## config.mk

```make
export PLATFORM = sky130hd
export DESIGN_NAME = img_conv_engine_flat
export DESIGN_NICKNAME = d
export VERILOG_FILES = /design/src/rtl/img_conv_engine_pkg.sv /design/src/rtl/img_conv_engine_if.sv /design/src/rtl/img_conv_engine_mac.sv /design/src/rtl/img_conv_engine.sv /design/src/flat_wrapper.sv
export SDC_FILE = /design/constraint.sdc
export NUM_CORES = 1
export LEC_CHECK = 0
export ABC_AREA = 1
export CAP_MARGIN = 20
export CELL_PAD_IN_SITES_DETAIL_PLACEMENT = 1
export CELL_PAD_IN_SITES_GLOBAL_PLACEMENT = 2
export CORE_MARGIN = 2
export CORE_UTILIZATION = 30
export DETAILED_ROUTE_END_ITERATION = 8
export PLACE_DENSITY_LB_ADDON = 0.1
export SLEW_MARGIN = 20
export SYNTH_ARGS = -nofsm -noshare
export SYNTH_HDL_FRONTEND = slang
export SYNTH_HIERARCHICAL = 1
export SYNTH_SLANG_ARGS = --single-unit
```

## constraint.sdc

```tcl
create_clock -name clk -period 7.6 [get_ports clk]
set_input_delay 1.52 -clock clk [delete_from_list [all_inputs] [get_ports clk]]
set_output_delay 1.52 -clock clk [all_outputs]
set_load 0.02 [all_outputs]
```

## src/rtl/img_conv_engine_pkg.sv

```systemverilog
// Shared widths, FSM state type and output saturation for the 3x3 convolution engine.
package img_conv_pkg;

  localparam int PIX_W   = 8;
  localparam int ADDR_W  = 8;
  localparam int COEFF_W = 8;
  localparam int ACC_W   = 20;
  localparam int NTAPS   = 9;

  localparam logic signed [ACC_W-1:0] PIX_MAX = ACC_W'(2**PIX_W - 1);

  typedef enum logic [2:0] {
    IDLE,
    PIX,
    READ,
    DRAIN,
    WRITE,
    DONE
  } conv_state_t;

  // Arithmetic shift of the signed sum, then clamp into the unsigned pixel range.
  function automatic logic [PIX_W-1:0] sat_pix(input logic signed [ACC_W-1:0] acc,
                                               input logic [3:0]              shift);
    logic signed [ACC_W-1:0] s;
    s = acc >>> shift;
    if (s < 0)       return '0;
    if (s > PIX_MAX) return '1;
    return s[PIX_W-1:0];
  endfunction

endpackage

```

## src/rtl/img_conv_engine_if.sv

```systemverilog
// Single-port image SRAM connection: row/col address, write strobe, sense enable, data in/out.
interface img_sram_intf import img_conv_pkg::*; ();

  logic              write_en;
  logic              sense_en;
  logic [ADDR_W-1:0] row;
  logic [ADDR_W-1:0] col;
  logic [PIX_W-1:0]  din;
  logic [PIX_W-1:0]  dout;

  modport mst (output write_en, sense_en, row, col, din, input dout);
  modport slv (input write_en, sense_en, row, col, din, output dout);

endinterface

```

## src/rtl/img_conv_engine_mac.sv

```systemverilog
// Signed multiply-accumulate for one 3x3 window, with a saturated view of the next sum.
module img_conv_mac import img_conv_pkg::*; (
  input  logic                      clk,
  input  logic                      rstn,
  input  logic                      clr,
  input  logic                      acc_en,
  input  logic [PIX_W-1:0]          pix,
  input  logic signed [COEFF_W-1:0] coeff,
  input  logic [3:0]                shift,
  output logic [PIX_W-1:0]          pix_next
);

  localparam int PROD_W = PIX_W + 1 + COEFF_W;

  logic signed [PIX_W:0]       pix_s;
  logic signed [PROD_W-1:0]    prod;
  logic signed [ACC_W-1:0]     acc_q, acc_d;

  // NOTE: always_comb uses blocking (=) assignments; always_ff uses non-blocking (<=) only.
  always_comb begin
    pix_s = {1'b0, pix};
    prod  = pix_s * coeff;
    acc_d = acc_q;
    if (clr)         acc_d = '0;
    else if (acc_en) acc_d = acc_q + ACC_W'(prod);
  end

  // The output register downstream samples the sum including this cycle's product.
  assign pix_next = sat_pix(acc_d, shift);

  always_ff @(posedge clk or negedge rstn) begin
    if (!rstn) acc_q <= '0;
    else       acc_q <= acc_d;
  end

endmodule

```

## src/rtl/img_conv_engine.sv

```systemverilog
// 3x3 convolution from a source image SRAM into a destination SRAM; FSM, counters, addressing.
module img_conv_engine import img_conv_pkg::*; (
  input  logic                   clk,
  input  logic                   rstn,
  input  logic                   en,
  input  logic [ADDR_W-1:0]      nrows,
  input  logic [ADDR_W-1:0]      ncols,
  input  logic [9*COEFF_W-1:0]   coeffs,
  input  logic [3:0]             shift,
  output logic                   busy,
  output logic                   done,
  img_sram_intf.mst              sram_src,
  img_sram_intf.mst              sram_dst
);

  conv_state_t                     state_q, state_d;
  logic [ADDR_W-1:0]               r_q, r_d, c_q, c_d;
  logic [ADDR_W-1:0]               nrows_q, nrows_d, ncols_q, ncols_d;
  logic [NTAPS-1:0][COEFF_W-1:0]   coeffs_q, coeffs_d;
  logic [3:0]                      shift_q, shift_d;
  logic [3:0]                      k_q, k_d;
  logic                            busy_q, busy_d, done_q, done_d;
  logic [ADDR_W-1:0]               src_row_q, src_row_d, src_col_q, src_col_d;
  logic                            dst_we_q, dst_we_d;
  logic [ADDR_W-1:0]               dst_row_q, dst_row_d, dst_col_q, dst_col_d;
  logic [PIX_W-1:0]                dst_din_q, dst_din_d;

  logic                            mac_clr, mac_acc_en, enter_pix, border;
  logic [3:0]                      mac_k, dr, dc;
  logic [PIX_W-1:0]                mac_pix;

  img_conv_mac u_mac (
    .clk      (clk),
    .rstn     (rstn),
    .clr      (mac_clr),
    .acc_en   (mac_acc_en),
    .pix      (sram_src.dout),
    .coeff    (coeffs_q[mac_k]),
    .shift    (shift_q),
    .pix_next (mac_pix)
  );

  always_comb begin
    // NOTE: every variable gets a default before the case so no path infers a latch.
    state_d    = state_q;
    r_d        = r_q;
    c_d        = c_q;
    nrows_d    = nrows_q;
    ncols_d    = ncols_q;
    coeffs_d   = coeffs_q;
    shift_d    = shift_q;
    k_d        = k_q;
    mac_clr    = 1'b0;
    mac_acc_en = 1'b0;
    mac_k      = k_q - 4'd1;
    enter_pix  = 1'b0;
    border     = 1'b0;
    dr         = '0;
    dc         = '0;
    src_row_d  = '0;
    src_col_d  = '0;
    dst_we_d   = 1'b0;
    dst_row_d  = '0;
    dst_col_d  = '0;
    dst_din_d  = '0;

    case (state_q)
      IDLE: begin
        if (en) begin
          nrows_d  = nrows;
          ncols_d  = ncols;
          coeffs_d = coeffs;
          shift_d  = shift;
          r_d      = '0;
          c_d      = '0;
          if (nrows == '0 || ncols == '0) state_d = DONE;
          else                            enter_pix = 1'b1;
        end
      end
      READ: begin
        // Data for tap k-1 arrives now; k runs to 9 so DRAIN picks up tap 8.
        mac_acc_en = (k_q != 4'd0);
        k_d        = k_q + 4'd1;
        if (k_q == 4'd8) state_d = DRAIN;
      end
      DRAIN: begin
        mac_acc_en = 1'b1;
        state_d    = WRITE;
      end
      WRITE: begin
        if (c_q == ncols_q - ADDR_W'(1)) begin
          c_d = '0;
          if (r_q == nrows_q - ADDR_W'(1)) begin
            state_d = DONE;
          end else begin
            r_d       = r_q + ADDR_W'(1);
            enter_pix = 1'b1;
          end
        end else begin
          c_d       = c_q + ADDR_W'(1);
          enter_pix = 1'b1;
        end
      end
      DONE:    state_d = IDLE;
      default: state_d = IDLE;
    endcase

    // PIX is a decision, not a resting state: it resolves straight into WRITE or READ.
    if (enter_pix) begin
      border  = (r_d == '0) || (c_d == '0) ||
                (r_d == nrows_d - ADDR_W'(1)) || (c_d == ncols_d - ADDR_W'(1));
      state_d = border ? WRITE : READ;
      k_d     = '0;
      mac_clr = !border;
    end

    if (state_d == READ) begin
      dr        = k_d / 4'd3;
      dc        = k_d - dr * 4'd3;
      src_row_d = r_d + ADDR_W'(dr) - ADDR_W'(1);
      src_col_d = c_d + ADDR_W'(dc) - ADDR_W'(1);
    end

    if (state_d == WRITE) begin
      dst_we_d  = 1'b1;
      dst_row_d = r_d;
      dst_col_d = c_d;
      dst_din_d = (state_q == DRAIN) ? mac_pix : '0;
    end

    busy_d = state_d inside {READ, DRAIN, WRITE};
    done_d = (state_d == DONE);
  end

  always_ff @(posedge clk or negedge rstn) begin
    if (!rstn) begin
      state_q   <= IDLE;
      r_q       <= '0;
      c_q       <= '0;
      nrows_q   <= '0;
      ncols_q   <= '0;
      coeffs_q  <= '0;
      shift_q   <= '0;
      k_q       <= '0;
      busy_q    <= 1'b0;
      done_q    <= 1'b0;
      src_row_q <= '0;
      src_col_q <= '0;
      dst_we_q  <= 1'b0;
      dst_row_q <= '0;
      dst_col_q <= '0;
      dst_din_q <= '0;
    end else begin
      state_q   <= state_d;
      r_q       <= r_d;
      c_q       <= c_d;
      nrows_q   <= nrows_d;
      ncols_q   <= ncols_d;
      coeffs_q  <= coeffs_d;
      shift_q   <= shift_d;
      k_q       <= k_d;
      busy_q    <= busy_d;
      done_q    <= done_d;
      src_row_q <= src_row_d;
      src_col_q <= src_col_d;
      dst_we_q  <= dst_we_d;
      dst_row_q <= dst_row_d;
      dst_col_q <= dst_col_d;
      dst_din_q <= dst_din_d;
    end
  end

  assign busy              = busy_q;
  assign done              = done_q;
  assign sram_src.write_en = 1'b0;
  assign sram_src.sense_en = 1'b1;
  assign sram_src.row      = src_row_q;
  assign sram_src.col      = src_col_q;
  assign sram_src.din      = '0;
  assign sram_dst.write_en = dst_we_q;
  assign sram_dst.sense_en = 1'b1;
  assign sram_dst.row      = dst_row_q;
  assign sram_dst.col      = dst_col_q;
  assign sram_dst.din      = dst_din_q;

endmodule

```

## src/flat_wrapper.sv

```systemverilog
// flat-port wrapper written by rule: the top's interface ports become plain ports
module img_conv_engine_flat import img_conv_pkg::*;
  (clk, rstn, en, nrows, ncols, coeffs, shift, busy, done, sram_src_write_en, sram_src_sense_en, sram_src_row, sram_src_col, sram_src_din, sram_src_dout, sram_dst_write_en, sram_dst_sense_en, sram_dst_row, sram_dst_col, sram_dst_din, sram_dst_dout);
  img_sram_intf sram_src_i ();
  img_sram_intf sram_dst_i ();
  input  logic clk;
  input  logic rstn;
  input  logic en;
  input  logic [ADDR_W-1:0] nrows;
  input  logic [ADDR_W-1:0] ncols;
  input  logic [9*COEFF_W-1:0] coeffs;
  input  logic [3:0] shift;
  output logic busy;
  output logic done;
  output wire logic [$bits(sram_src_i.write_en)-1:0] sram_src_write_en;
  output wire logic [$bits(sram_src_i.sense_en)-1:0] sram_src_sense_en;
  output wire logic [$bits(sram_src_i.row)-1:0] sram_src_row;
  output wire logic [$bits(sram_src_i.col)-1:0] sram_src_col;
  output wire logic [$bits(sram_src_i.din)-1:0] sram_src_din;
  input wire logic [$bits(sram_src_i.dout)-1:0] sram_src_dout;
  output wire logic [$bits(sram_dst_i.write_en)-1:0] sram_dst_write_en;
  output wire logic [$bits(sram_dst_i.sense_en)-1:0] sram_dst_sense_en;
  output wire logic [$bits(sram_dst_i.row)-1:0] sram_dst_row;
  output wire logic [$bits(sram_dst_i.col)-1:0] sram_dst_col;
  output wire logic [$bits(sram_dst_i.din)-1:0] sram_dst_din;
  input wire logic [$bits(sram_dst_i.dout)-1:0] sram_dst_dout;
  assign sram_src_write_en = sram_src_i.write_en;
  assign sram_src_sense_en = sram_src_i.sense_en;
  assign sram_src_row = sram_src_i.row;
  assign sram_src_col = sram_src_i.col;
  assign sram_src_din = sram_src_i.din;
  assign sram_src_i.dout = sram_src_dout;
  assign sram_dst_write_en = sram_dst_i.write_en;
  assign sram_dst_sense_en = sram_dst_i.sense_en;
  assign sram_dst_row = sram_dst_i.row;
  assign sram_dst_col = sram_dst_i.col;
  assign sram_dst_din = sram_dst_i.din;
  assign sram_dst_i.dout = sram_dst_dout;
  img_conv_engine u_core (.clk(clk), .rstn(rstn), .en(en), .nrows(nrows), .ncols(ncols), .coeffs(coeffs), .shift(shift), .busy(busy), .done(done), .sram_src(sram_src_i), .sram_dst(sram_dst_i));
endmodule
```

==> flow_summary.toml, run 1 <==
[run_status]
status = "finished, final reports clean"

[synth]
ys_types = 51
synth_area_leaders = "dfrtp_1 (31%), nand2_1 (15%), ha_1 (8.4%)"
synth_top_cell_by_area = "dfrtp_1"
ys_warn_count = 6
yosys.area.top_type_share_pct = 30.9
synth_edf_count = 0
synth_seq_cells = 178
synth_area_um2 = 14400
syn_area_per_cell_um2 = 7.30
async_flop_share_pct = 100
syn_inst = 1975
ys.flop_type = "dfrtp_1"
yosysSeqAreaShare_pct = 30.9

[pwr]
power.density_nw_per_um2 = 385
peakVddDrop_mv = 0.193
cellLeakagePower_uw = 0.00941

[clocking]
cts_root_buf = "clkbuf_16"
cts_tree = "done"
htreeDepth = 4
clk_pin_slew_ns = 0.07
cts_max_path_buffers = 2
clock-sinks = 178
ctsHoldBuffers = 0
clk_latency_ns = 0.50
cts_buffers = 17

[layout]
synthToLayoutAreaGrowth_pct = 21.2
reg_top3 = "u_core/coeffs_q x72, u_core/u_mac/acc_q x20"
largest_reg_flops = 72
largest-register = "u_core/coeffs_q"
drive_gt1_share_pct = 10.7
regArea_um2 = 4450
multi_input_area_um2 = 8460
nets = 2385
fillers = 5866
diodes = 0
final_cell_count_no_fill = 2749

[worst_setup_path]
r2r_setup_slack_ns = 0.49
setup.worst_path.start_class = "flop"
crit_arrival_ns = 7.48
r2r_cells = 37
cp_slowest_cell = "fa_1"
cpPeakStageDelay_ns = 0.57
crit_path_start = "u_core/k_q[0]$_DFF_PN0_"
crit_fanout = 17
worstSetupEndpoint = "u_core/sram_dst.din[0]$_DFF_PN0_"
cp_data_required_time_ns = 7.97
crit_top_cell = "nand2_1"
path_class = "reg -> reg"
end_kind = "flop"
r2r-end = "u_core/sram_dst.din[0]$_DFF_PN0_"
r2r-start = "u_core/k_q[0]$_DFF_PN0_"

[die]
rows = 80
die_area_um2 = 49800
start_util_pct = 30.3
die_h_um = 223
coreArea_um2 = 47500
io_pins = 165
die_w_um = 223

[timing]
setup_viol = 0
fmax_ghz = 0.141
hold_viol_final = 0
holdWs_ns = 0.477
timing_worst_slew_pin_value_ns = 0.967
post-route-period-util_pct = 93.6
slew_violations = 0
fin_skew_ns = 0.0151
timing.final.crit_period_ns = 7.11
timing.slew.headroom_pct = 35.6

[place]
placed_cells_incl_taps = 2714
dp_hpwl_um = 34900
gp_congestion = 0.783
portBuffers = 145

[global_route]
grt_usage_pct = 18.9
grt_pass1_wl_um = 73800
antenna_found_initial = 0
grt_max_degree = 111
grt.overflow.total = 0
use_met3_pct = 3.41
gr-usage-met2_pct = 29.3
grt.busiest_layer = "met2"
grt_pass1_vias = 13505
grt_use_met1_pct = 27.5

[job]
drv_cap = 0

[route]
finalWirelength_um = 44700
ant_nets = 0
avgRoutedWirePerCell_um = 16.3
route.vias.total = 12576
first_iter_violations = 529
dr.pass1.iters = 4
via_per_inst = 4.57
remaining_drc_errors = 0

[hold_path]
hold_class = "reg -> reg"
## layout by cell type, fill, tap and decap left out, types with 8 or more instances in the layout
cell / netlist / final
nand2_1: 595 / 590
inv_1: 321 / 318
dfrtp_1: 178 / 178
nor2_1: 165 / 160
clkdlybuf4s50_1: 0 / 144
nand3_1: 130 / 127
ha_1: 97 / 94
o21ai_0: 58 / 57
fa_1: 55 / 55
buf_4: 16 / 50
xor2_1: 30 / 29
nor2_2: 23 / 27
nand3_2: 20 / 23
nand4_1: 23 / 23
a21oi_1: 23 / 21
clkbuf_16: 0 / 17
nor2_4: 16 / 17
nand2_2: 10 / 15
o22ai_1: 18 / 14
inv_2: 9 / 13
o21ai_1: 12 / 13
xnor2_1: 11 / 11
conb_1: 2 / 11
mux2i_1: 9 / 9
nor3_1: 8 / 8
o21ai_2: 8 / 8
## layer usage
layer  part of all wire (%)  wire, um
met2                     44     19900
met3                    2.9      1280
met4                    1.0       458
met5                      0         0
met1                     52     23100
## how the worst min path moves through the flow
stage,to,slack (ns),startpoint,cells past startpoint
CTS,u_core/coeffs_q[42]$_DFFE_PN0P_,0.48,u_core/coeffs_q[42]$_DFFE_PN0P_,2
detailed placement,u_core/coeffs_q[42]$_DFFE_PN0P_,0.46,u_core/coeffs_q[42]$_DFFE_PN0P_,2
global route,u_core/coeffs_q[9]$_DFFE_PN0P_,0.50,u_core/coeffs_q[9]$_DFFE_PN0P_,2
floorplan,u_core/shift_q[1]$_DFFE_PN0P_,0.44,u_core/shift_q[1]$_DFFE_PN0P_,2
finish,u_core/coeffs_q[42]$_DFFE_PN0P_,0.48,u_core/coeffs_q[42]$_DFFE_PN0P_,2
global placement,u_core/coeffs_q[42]$_DFFE_PN0P_,0.46,u_core/coeffs_q[42]$_DFFE_PN0P_,2
## where the power goes
part | total, uW | switching, uW | internal [uW]
Sequential | 1520 | 232 | 1280
Combinational | 4230 | 2690 | 1540
Clock | 976 | 450 | 526
Total | 6720 | 3370 | 3350
## synth_stat cells (all sizes together), types with 7 or more instances
library cell / n
a21oi: 24
and2: 7
buf: 41
clkbuf: 40
clkinv: 8
dfrtp: 178
fa: 55
ha: 97
inv: 330
mux2i: 9
nand2: 610
nand3: 154
nand4: 29
nor2: 204
nor3: 9
o21ai: 79
o22ai: 18
o32ai: 8
or2: 8
xnor2: 11
xor2: 30
## metrics by stage
step	util [%]	total power, uW	instance area [um2]	setup slack, ns	TNS [ns]
final	36.8	6720	17500	0.489	0
after global routing	36.8	7480	17500	-0.0123	-0.0123
after CTS	36.3	6750	17300	0.0842	0
after detailed placement	35.0	5710	16700	0.0689	0
after global placement	35.0	5630	16700	0.158	0
after floorplan	-	4450	14500	0.0591	0
## area by class of cell
cell class	count	area share, %
tap	615	4.40
clock inverter	14	1.08
multi-input combinational	1387	48.4
inverter	338	7.28
timing repair buffer	200	10.9
clock buffer	17	2.43
sequential	178	25.5
## logic make-up after synthesis
| logic type | Yosys count | share of synthesized area, % |
|---|---|---|
| flops | 178 | 30.9 |
| xor+xnor | 41 | 2.49 |
| other cells | 2 | 0.0521 |
| compound gates | 145 | 5.96 |
| fa+ha+maj | 152 | 16.1 |
| mux | 9 | 0.625 |
| simple gates | 1029 | 32.2 |
| buf+inv | 419 | 11.7 |
## critical path, delay by kind of cell, from the launching register on
kind / cells / cell delay [ns]
fa+ha+maj: 6 / 2.93
compound gates: 2 / 0.44
buf+inv: 7 / 0.69
simple gates: 21 / 2.27
xor+xnor: 1 / 0.26
flops: 1 / 0.40
## timing repair
action	in CTS	in global routing
setup buffers	0	3
endpoints found under the hold margin	0	0
endpoints found under the setup margin	0	8
resized for setup	0	37
Note: power is estimated with default switching activity, not from simulation.
==> run 2: changes to the inputs <==
CORE_UTILIZATION = 28   (was 30)
CTS_CLUSTER_DIAMETER = 50   (was unset)
GPL_TIMING_DRIVEN = 0   (was unset)
==> flow_summary.toml, run 2 (synthesis results as in run 1) <==
[global_route]
grt_pass1_vias = 13738
grt_pass1_wl_um = 76100
grt_usage_pct = 18.5
antenna_found_initial = 0
grt.overflow.total = 0
grt_max_degree = 89

[route]
first_iter_violations = 489
avgRoutedWirePerCell_um = 16.6
finalWirelength_um = 47100
via_per_inst = 4.49
dr.pass1.iters = 4
ant_nets = 0
route.vias.total = 12747
remaining_drc_errors = 0

[timing]
setup_viol = 0
fin_skew_ns = 0.0144
hold_viol_final = 0
slew_violations = 0
fmax_ghz = 0.139
timing.final.crit_period_ns = 7.17
holdWs_ns = 0.483
timing_worst_slew_pin_value_ns = 0.791
post-route-period-util_pct = 94.4
grt_setup_unrepaired = "yes"
timing.slew.headroom_pct = 46.9

[die]
io_pins = 165
start_util_pct = 28.2
coreArea_um2 = 51100
die_area_um2 = 53300
rows = 83
die_h_um = 231
die_w_um = 231

[pwr]
power_uw = 6840
peakVddDrop_mv = 0.166
cellLeakagePower_uw = 0.00944
power.density_nw_per_um2 = 386

[layout]
most-common-layout-cells = "nand2_1 (589), inv_1 (320), dfrtp_1 (177)"
reg_top3 = "u_core/coeffs_q x72, u_core/u_mac/acc_q x20"
diodes = 0
largest-register = "u_core/coeffs_q"
drive_gt1_share_pct = 11.1
mostFrequentLayoutCell = "nand2_1"
synthToLayoutAreaGrowth_pct = 22.8
nets = 2411
largest_reg_flops = 72
final_cell_count_no_fill = 2841

[clocking]
htreeDepth = 4
clk_latency_ns = 0.50
cts_max_path_buffers = 2
cts_root_buf = "clkbuf_16"
cts_tree = "done"
cts_buffers = 17
ctsHoldBuffers = 0
clock-sinks = 178
clk_pin_slew_ns = 0.08

[place]
portBuffers = 137
dp_hpwl_um = 38400
gp_congestion = 0.784
placed_cells_incl_taps = 2803

[hold_path]
hold_depth = 2
hold_start = "u_core/coeffs_q[46]$_DFFE_PN0P_"
hold_class = "reg -> reg"
whs_endpoint = "u_core/coeffs_q[46]$_DFFE_PN0P_"

[worst_setup_path]
r2r_setup_slack_ns = 0.43
crit_fanout = 10
end_kind = "flop"
r2r-start = "u_core/k_q[0]$_DFF_PN0_"
setup.worst_path.start_class = "flop"
r2r-end = "u_core/sram_dst.din[2]$_DFF_PN0_"
crit_arrival_ns = 7.54
cp_slowest_cell = "fa_1"
r2r_cells = 35
cp_data_required_time_ns = 7.97
cpPeakStageDelay_ns = 0.56
crit_path_start = "u_core/k_q[0]$_DFF_PN0_"
path_class = "reg -> reg"

[run_status]
status = "finished, final reports clean"

[job]
drv_cap = 0
==> run 2: area by class of cell <==
| cell class | count | area [um2] |
|---|---|---|
| clock buffers | 18 | 429 |
| plain buffers | 78 | 477 |
| clock inverters | 14 | 169 |
| fillers | 6314 | 33400 |
| inverters | 338 | 1280 |
| flip-flops and latches | 178 | 4460 |
| well taps | 680 | 851 |
| repair buffers | 148 | 1500 |
| multi-input cells | 1387 | 8550 |
==> run 2: worst max-delay path by stage <==
stage | end | slack, ns
5_1_grt | u_core/sram_dst.din[4]$_DFF_PN0_ | -0.03
3_3_place_gp | u_core/c_q[5]$_DFF_PN0_ | -3.39
3_5_place_dp | u_core/sram_dst.din[2]$_DFF_PN0_ | -2.20
4_1_cts | u_core/sram_dst.din[2]$_DFF_PN0_ | 0.04
2_1_floorplan | u_core/sram_dst.din[0]$_DFF_PN0_ | 0.06
6_report | u_core/sram_dst.din[2]$_DFF_PN0_ | 0.43
==> run 2: critical path: cells and delay by family (launching register included) <==
kind	cells	cell delay [ns]
and+or+nand+nor	16	1.83
adders and majority gates	7	3.22
buffers and inverters	8	0.84
AOI/OAI and AO/OA	4	0.75
DFF	1	0.40
==> run 2: power breakdown <==
group / internal (uW) / switching, uW / total, uW
sequential: 1290 / 210 / 1490
combinational: 1560 / 2830 / 4390
clock: 497 / 454 / 951
==> run 2: layer usage <==
metal,vias to the layer above,track usage (%),share of wire (%)
met4,0,4.17,0.99
met3,23,2.78,2.5
met5,-,0,0
li1,6429,-,-
met1,6150,26.4,52
met2,145,29.4,45
==> run 2: stage by stage <==
step	utilization (%)	worst slack (ns)	setup TNS (ns)	area, um2
4_1_cts	34.2	0.0393	0	17500
6_report	34.7	0.427	0	17700
3_3_place_gp	32.6	-3.39	-627.20	16700
5_1_grt	34.7	-0.0293	-0.111	17700
2_1_floorplan	-	0.0591	0	14500
3_5_place_dp	32.8	-2.20	-31.11	16700
==> run 2: what timing repair did <==
action                                  CTS  global route
gates cloned                              0             0
endpoints found under the setup margin   23             8
pin swaps                                 1            13
resized for setup                        37            64
setup buffers                             4             5
==> run 3: changes to the inputs <==
CORE_ASPECT_RATIO = 0.5   (was unset)
CTS_CLUSTER_SIZE = 25   (was unset)
SLEW_MARGIN = unset   (was 20)
==> flow_summary.toml, run 3 (synthesis results as in run 1) <==
[timing]
fin_skew_ns = 0.0144
hold_viol_final = 0
timing.final.crit_period_ns = 7.12
timing_worst_slew_pin_value_ns = 0.840
timing.slew.headroom_pct = 44.0
fmax_ghz = 0.141
setup_viol = 0
post-route-period-util_pct = 93.6
slew_violations = 0
holdWs_ns = 0.481
setup_slack_ns = 0.484

[pwr]
sw_frac_of_total_pct = 51.2
p_clk_share_pct = 13.8
comb_power_share_pct = 64.0
p_int_uw = 3300
power.density_nw_per_um2 = 383
pwr-share-seq_pct = 22.3
p_sw_uw = 3470
cellLeakagePower_uw = 0.00947
peakVddDrop_mv = 0.190

[worst_setup_path]
cpPeakStageDelay_ns = 0.59
critical-path-top-delay-family = "adder cells"
path_class = "reg -> reg"
end_kind = "flop"
crit_arrival_ns = 7.46
r2r-start = "u_core/k_q[0]$_DFF_PN0_"
setup.worst_path.start_class = "flop"
r2r_setup_slack_ns = 0.48
cp_data_required_time_ns = 7.94
critical_path_buf_inv_count = 8
r2r-end = "u_core/sram_dst.din[5]$_DFF_PN0_"
r2r_cells = 35
crit_fanout = 10
cp_slowest_cell = "fa_1"

[clocking]
clk_latency_ns = 0.46
cts_tree = "done"
clk_pin_slew_ns = 0.08
cts_max_path_buffers = 2
ctsHoldBuffers = 0
clock-sinks = 178
htreeDepth = 4
cts_root_buf = "clkbuf_16"
cts_buffers = 17

[place]
pre_cts_slack_ns = -2.45
gp_congestion = 0.778
dp_hpwl_um = 38100
portBuffers = 137
placed_cells_incl_taps = 2812

[die]
io_pins = 165
rows = 58
start_util_pct = 28.5
die_w_um = 325
die_area_um2 = 53400
coreArea_um2 = 50600
die_h_um = 164

[hold_path]
hold_start = "u_core/coeffs_q[12]$_DFFE_PN0P_"
hold_class = "reg -> reg"
whs_endpoint = "u_core/coeffs_q[12]$_DFFE_PN0P_"
hold_depth = 2

[layout]
most-common-layout-cells = "nand2_1 (590), inv_1 (320), dfrtp_1 (177)"
fin_util_pct = 35.0
reg_top3 = "u_core/coeffs_q x72, u_core/u_mac/acc_q x20"
drive_gt1_share_pct = 11.2
synthToLayoutAreaGrowth_pct = 22.8
diodes = 0
final_cell_count_no_fill = 2859
largest_reg_flops = 72
mostFrequentLayoutCell = "nand2_1"
nets = 2419
largest-register = "u_core/coeffs_q"

[run_status]
status = "finished, final reports clean"

[global_route]
grt_pass1_wl_um = 75400
grt_usage_pct = 18.2
grt.overflow.total = 0
grt_pass1_vias = 13534
antenna_found_initial = 0
grt_max_degree = 95

[route]
avgRoutedWirePerCell_um = 16.4
route.vias.total = 12768
dr.pass1.iters = 5
via_per_inst = 4.47
finalWirelength_um = 46800
remaining_drc_errors = 0
ant_nets = 0
first_iter_violations = 553

[job]
drv_cap = 0
## run 3: how the worst max path moves through the flow
stage | from | end | slack, ns | cells past startpoint
after global placement | rstn | u_core/ncols_q[5]$_DFF_PN0_ | -3.32 | 1
after floorplan | u_core/k_q[0]$_DFF_PN0_ | u_core/sram_dst.din[0]$_DFF_PN0_ | 0.06 | 37
after detailed placement | u_core/k_q[0]$_DFF_PN0_ | u_core/sram_dst.din[5]$_DFF_PN0_ | -2.45 | 35
final | u_core/k_q[0]$_DFF_PN0_ | u_core/sram_dst.din[5]$_DFF_PN0_ | 0.48 | 35
after CTS | u_core/k_q[0]$_DFF_PN0_ | u_core/sram_dst.din[5]$_DFF_PN0_ | 0.04 | 38
after global routing | u_core/k_q[0]$_DFF_PN0_ | u_core/sram_dst.din[6]$_DFF_PN0_ | -0.01 | 43
## run 3: metal layers
layer / global-route usage [%] / up-vias / share of wire [%]
met5: 0 / - / 0
met4: 3.72 / 0 / 1.2
met3: 2.34 / 24 / 1.5
met2: 31.6 / 74 / 48
met1: 24.4 / 6232 / 50
li1: - / 6438 / -
## run 3: what timing repair did
item                                    4_1_cts  5_1_grt
resized for setup                            27       66
endpoints found under the setup margin       22        8
buffers inserted                              6       11
pin swaps                                     3       11
## run 3: area by class of cell
| cell class | count | area (um2) |
|---|---|---|
| inverter | 338 | 1280 |
| clock inverter | 15 | 165 |
| buffer | 79 | 474 |
| clock buffer | 17 | 425 |
| tap | 690 | 863 |
| fill | 6248 | 32900 |
| multi-input combinational | 1387 | 8510 |
| sequential | 178 | 4460 |
| timing repair buffer | 155 | 1530 |
## run 3: through the flow
step                total power (uW)  instance area (um2)  setup TNS, ns
floorplan                       4450                14500              0
global placement                5700                16700        -620.84
detailed placement              5750                16700         -35.96
CTS                             6770                17400              0
global route                    7550                17700        -0.0125
finish                          6770                17700              0
## run 3: worst register-to-register path: cells and delay by family, from the launching register on
kind	cells	cell delay (ns)
compound gates	5	0.92
fa+ha+maj	7	3.15
buf+inv	8	0.77
flops	1	0.43
simple gates	15	1.71
## run 3: power groups by stage
| stage | Sequential, uW | Combinational (uW) | Clock, uW |
|---|---|---|---|
| 5_1_grt | 1560 | 4990 | 1010 |
| 2_1_floorplan | 1490 | 2960 | 0 |
| 3_5_place_dp | 1520 | 4230 | 0 |
| 3_3_place_gp | 1530 | 4180 | 0 |
| 6_report | 1510 | 4330 | 932 |
| 4_1_cts | 1510 | 4290 | 971 |
